$ cat config.mk
export PLATFORM = sky130hd
export DESIGN_NAME = text_msg_ctrl
export DESIGN_NICKNAME = d
export VERILOG_FILES = /design/src/rtl/text_msg_ctrl.sv
export SDC_FILE = /design/constraint.sdc
export NUM_CORES = 1
export LEC_CHECK = 0
export ABC_CLOCK_PERIOD_IN_PS = 2900
export CAP_MARGIN = 0
export CORE_ASPECT_RATIO = 1.25
export CORE_UTILIZATION = 52
export CTS_BUF_LIST = sky130_fd_sc_hd__clkbuf_2 sky130_fd_sc_hd__clkbuf_4 sky130_fd_sc_hd__clkbuf_8
export CTS_CLUSTER_SIZE = 30
export DETAILED_ROUTE_END_ITERATION = 8
export PLACE_DENSITY = 0.74
export SLEW_MARGIN = 10
export SYNTH_ARGS = -nofsm -noshare
export SYNTH_HDL_FRONTEND = slang
export SYNTH_SLANG_ARGS = --single-unit
$ cat constraint.sdc
create_clock -name clk -period 2.9 [get_ports clk]
set_input_delay 0.435 -clock clk [delete_from_list [all_inputs] [get_ports clk]]
set_output_delay 0.435 -clock clk [all_outputs]
set_load 0.1 [all_outputs]
$ cat src/rtl/text_msg_ctrl.sv
// Text overlay controller: loads a ROM message into a double buffer and swaps it in at vblank start.
// Lookup latency 1 cycle; fill takes WIDTH+1 cycles; requests are only accepted in IDLE (msg_ready), never queued.
module text_msg_ctrl #(
   parameter int         WIDTH        = 32,
   parameter int         MSG_ID_W     = 3,
   parameter int         BLINK_FRAMES = 30,
   parameter logic [6:0] BLANK_CODE   = 7'h20
) (
   input  logic                  clk,
   input  logic                  rst,
   input  logic                  msg_req,
   input  logic [MSG_ID_W-1:0]   msg_id,
   output logic                  msg_ready,
   output logic                  busy,
   output logic                  done,
   output logic [MSG_ID_W+4:0]   rom_addr,
   input  logic [6:0]            rom_data,
   input  logic                  vblnk,
   input  logic                  show,
   input  logic                  blink_en,
   input  logic [7:0]            char_xy,
   output logic [6:0]            char_code,
   output logic                  enable
);

   localparam int IDX_W = $clog2(WIDTH);
   localparam int CNT_W = $clog2(BLINK_FRAMES) + 1;

   typedef enum logic [1:0] {IDLE, FILL, WAIT_VBL, DONE} state_t;

   state_t              state, state_nxt;
   logic [MSG_ID_W-1:0] id_q;
   logic [5:0]          idx;
   logic                vbl_d;
   logic                vbl_start;
   logic                accept;
   logic                swap;
   logic                front_sel;
   logic                front_valid;
   logic [CNT_W-1:0]    cnt, cnt_nxt;
   logic                phase, phase_nxt;
   logic [6:0]          mem [2][WIDTH];

   assign vbl_start = vblnk & ~vbl_d;
   assign accept    = msg_req & msg_ready;
   assign swap      = (state == WAIT_VBL) & vbl_start;

   always_ff @(posedge clk) begin
      if (rst) state <= IDLE;
      else     state <= state_nxt;
   end

   always_comb begin
      state_nxt = state;
      case (state)
         IDLE:     if (accept) state_nxt = FILL;
         FILL:     if (idx == 6'(WIDTH)) state_nxt = WAIT_VBL;
         WAIT_VBL: if (vbl_start) state_nxt = DONE;
         DONE:     state_nxt = IDLE;
         default:  state_nxt = IDLE;
      endcase
   end

   // DONE is the first cycle showing the new front buffer; msg_ready waits one more cycle.
   always_comb begin
      msg_ready = (state == IDLE) & ~rst;
      busy      = (state == FILL) | (state == WAIT_VBL);
      done      = (state == DONE);
      rom_addr  = '0;
      if (state == FILL) rom_addr = {id_q, idx[4:0]};
   end

   always_ff @(posedge clk) begin
      if (rst) begin
         id_q  <= '0;
         idx   <= '0;
         vbl_d <= 1'b0;
      end else begin
         vbl_d <= vblnk;
         if (accept) begin
            id_q <= msg_id;
            idx  <= '0;
         end else if (state == FILL) begin
            idx <= idx + 6'd1;
         end
      end
   end

   // ROM data lags the address by one cycle, so write slot idx-1 into the back buffer.
   always_ff @(posedge clk) begin
      if (rst) begin
         for (int b = 0; b < 2; b++)
            for (int i = 0; i < WIDTH; i++)
               mem[b][i] <= BLANK_CODE;
      end else if ((state == FILL) && (idx != 6'd0)) begin
         mem[~front_sel][IDX_W'(idx - 6'd1)] <= rom_data;
      end
   end

   always_comb begin
      cnt_nxt   = cnt;
      phase_nxt = phase;
      if (!blink_en) begin
         cnt_nxt   = '0;
         phase_nxt = 1'b1;
      end else if (vbl_start) begin
         if (cnt == CNT_W'(BLINK_FRAMES - 1)) begin
            cnt_nxt   = '0;
            phase_nxt = ~phase;
         end else begin
            cnt_nxt = cnt + 1'b1;
         end
      end
   end

   always_ff @(posedge clk) begin
      if (rst) begin
         front_sel   <= 1'b0;
         front_valid <= 1'b0;
         cnt         <= '0;
         phase       <= 1'b1;
         enable      <= 1'b0;
         char_code   <= BLANK_CODE;
      end else begin
         cnt   <= cnt_nxt;
         phase <= phase_nxt;
         if (swap) begin
            front_sel   <= ~front_sel;
            front_valid <= 1'b1;
         end
         if (vbl_start) enable <= show & (front_valid | swap) & phase_nxt;
         char_code <= (char_xy < 8'(WIDTH)) ? mem[front_sel][char_xy[IDX_W-1:0]] : BLANK_CODE;
      end
   end

endmodule

==> flow_summary.toml <==
[timing]
hold_viol = 0
rsz0062_at_grt = "false"
finClkSkew_ns = 0.0422
slew_headroom_pct = 27.9
setup_violations = 0
tightest_slew_ns = 1.08
fmax_ghz = 0.366
fin_ws_ns = 0.168
period_share_pct = 94.2
slew_viol_final = 0
period_minus_slack_ns = 2.73
setup_tns_ns = 0

[clocking]
clock_latency_ns = 0.64
h-tree-depth = 3
cts_resized = 0
hold_buffers = 0
clockRootBuffer = "clkbuf_8"
clock_tree.buffer_depth = 3
cts.sinks = 478
cts_tree = "yes"
cts-buffers-inserted = 71
cts_setup_buffers = 0
clkTransAtPathRegs_ns = 0.06

[setup_path]
crit_path_start_kind = "flip-flop"
cp-end-kind = "flip-flop"
cp_data_arrival_time_ns = 3.07
required_ns = 3.24
cp_num_cells = 8
critical_path_class = "flip-flop to flip-flop"
r2r_end = "mem[0][27]"
crit_top_cell = "buf_4"
crit_start = "idx[0]"
critPathCapture = "mem[0][27]"
slowest_stage = "or4b_1"
max_stage_delay_ns = 0.60
cp_top_family = "buffers and inverters"
crit_fanout = 24
ff2ff_setup_slack_ns = 0.17
timing.rr.start = "idx[0]"
reg2reg_depth = 8
cp.buffers_inverters = 3
cp_cell_sequence = "inv_1 -> ha_1 -> or4b_1 -> o211a_1 -> buf_4 -> o21ai_1 -> buf_4 -> nor2_1"

[power_and_ir_drop]
p_leak_nw = 7.69
powerDensity_nw_per_um2 = 643
ir_drop_uv = 733

[cells_and_area]
multi_input_area_sq_um = 5900
diodes = 0
nets = 1464
area_growth_pct = 14.9
ff_latch_area_sq_um = 14100
final_cell_mix = "edfxtp_1 (448), nor2_1 (214), buf_4 (144), mux4_2 (114), clkbuf_8 (79)"
final_common_cell = "edfxtp_1"
final_cells = 1969
n_fill_cell = 2779
drive_gt1_share_pct = 26.5

[place]
gp_congestion = 1.00
dp_hpwl_um = 35700
dpl_worst_slack_ns = 0.239
port_buffers = 42
dp.cells = 1846

[grt]
grt_pass1_vias = 12500
grt_max_degree = 80
grt_pass1_wl_um = 79000
antenna_found_initial = 0
grt_usage_pct = 28.2
gr-total-overflow = 0

[detailed_routing]
viasPerCell = 6.37
ant_nets = 0
route.detailed.drc = 0
drt_iter0_markers = 1912
firstDrtPassIters = 8
wl_per_cell_um = 27.6
num_vias = 12500
routed_wl_um = 54400

[synthesis]
netlist.area_leader.share_pct = 66.1
synth_flop_cell = "edfxtp_1"
ys_seq_elements = 478
synthArstFlopShare_pct = 0
netlist_area_sq_um = 20300
synth_area_leaders = "edfxtp_1 (66%), mux4_2 (13%), nor2_1 (3.9%), dfxtp_1 (3.0%), o21bai_1 (2.3%)"
postSynthAreaPerCell_sq_um = 16.0
synthesis.nets = 1306
synth_seq_area_share_pct = 69.1
yosys_warnings = 0
syn_inst = 1269
yosysUniqueCellTypes = 57
synth_edf_count = 448
yosysTopAreaCell = "edfxtp_1"

[worst_hold_path]
worstHoldStart = "msg_id[0]"
min_path_type = "primary input to flip-flop"

[die]
die_w_um = 179
die_area_sq_um = 39900
ios = 43
row_count = 80
core_sq_um = 38300
start_util_pct = 53.1
die_height_um = 223

[run]
cap_violations = 0

[outcome]
status = "finished, final reports clean"
[logic make-up after synthesis]
kind of cell | after synthesis | share of synthesized area [%]
AOI/OAI and AO/OA | 183 | 6.46
buffers and inverters | 98 | 2.05
DFF | 478 | 69.1
adders and majority gates | 13 | 0.799
muxes | 122 | 13.0
xor gates and xnor gates | 9 | 0.387
and+or+nand+nor | 366 | 8.21
[layer usage]
| layer | up-vias | GRT usage [%] | wire (um) |
|---|---|---|---|
| met2 | 809 | 45.1 | 26700 |
| met3 | 160 | 5.28 | 5330 |
| met1 | 6321 | 37.1 | 19700 |
| met4 | 0 | 13.8 | 2630 |
| li1 | 5249 | - | - |
| met5 | - | 0 | 0 |
[worst reg2reg max path, stage by stage, from the launching register on]
cell     delay, ns
dfxtp_1       0.31
inv_1         0.11
ha_1          0.16
or4b_1        0.60
o211a_1       0.48
buf_4         0.26
o21ai_1       0.11
buf_4         0.33
nor2_1        0.09
[power by group]
| part | total (mW) | internal, mW | leakage (nW) | switching [mW] |
|---|---|---|---|---|
| Combinational | 1.87 | 0.667 | 2.33 | 1.20 |
| Sequential | 7.91 | 7.81 | 4.64 | 0.0950 |
| Clock | 5.27 | 2.80 | 0.721 | 2.46 |
[per-stage QoR]
step           hold WS (ns)  instance area (sq um)  power [mW]  utilization, %
6_report              0.379                  23400        15.0            61.0
5_1_grt               0.392                  23400        15.5            61.0
4_1_cts               0.349                  23400        15.1            61.0
3_5_place_dp          0.446                  22000        9.90            57.4
3_3_place_gp          0.440                  22000        9.85            57.4
2_1_floorplan         0.432                  20300        9.27               -
[state kept, by name, summed over array words and instances, names as in the netlist, named ones only]
name,flops
phase,1
cnt,6
mem,448
vbl_d,1
enable,1
front_sel,1
char_code,7
idx,6
front_valid,1
state,2
id_q,3
[synthesized netlist by cell type (12+ instances only)]
cell type  number
o21bai_1       63
clkbuf_1       59
a21oi_1        22
dfxtp_1        30
nand2b_1       19
nand3_1        32
and2_1         20
mux4_2        114
edfxtp_1      448
nor2_1        214
nand2_1        37
buf_2          21
o22ai_1        14
a22oi_1        28
o21ai_0        12
ha_1           13
[worst min path at each step]
stage | endpoint | slack (ns) | cells after the start
finish | id_q[0] | 0.38 | 3
global route | id_q[0] | 0.39 | 3
CTS | id_q[0] | 0.35 | 3
detailed placement | id_q[1] | 0.45 | 2
global placement | id_q[1] | 0.44 | 2
floorplan | front_valid | 0.43 | 2
[area by class of cell]
cell class,count,share of cell area [%]
Clock buffer,104,5.45
Clock inverter,19,0.359
Inverter,11,0.177
Multi-Input combinational cell,693,25.2
Sequential cell,478,60.1
Tap cell,492,2.63
Timing Repair Buffer,172,6.04
No activity file was read; power rests on OpenSTA's default activity.
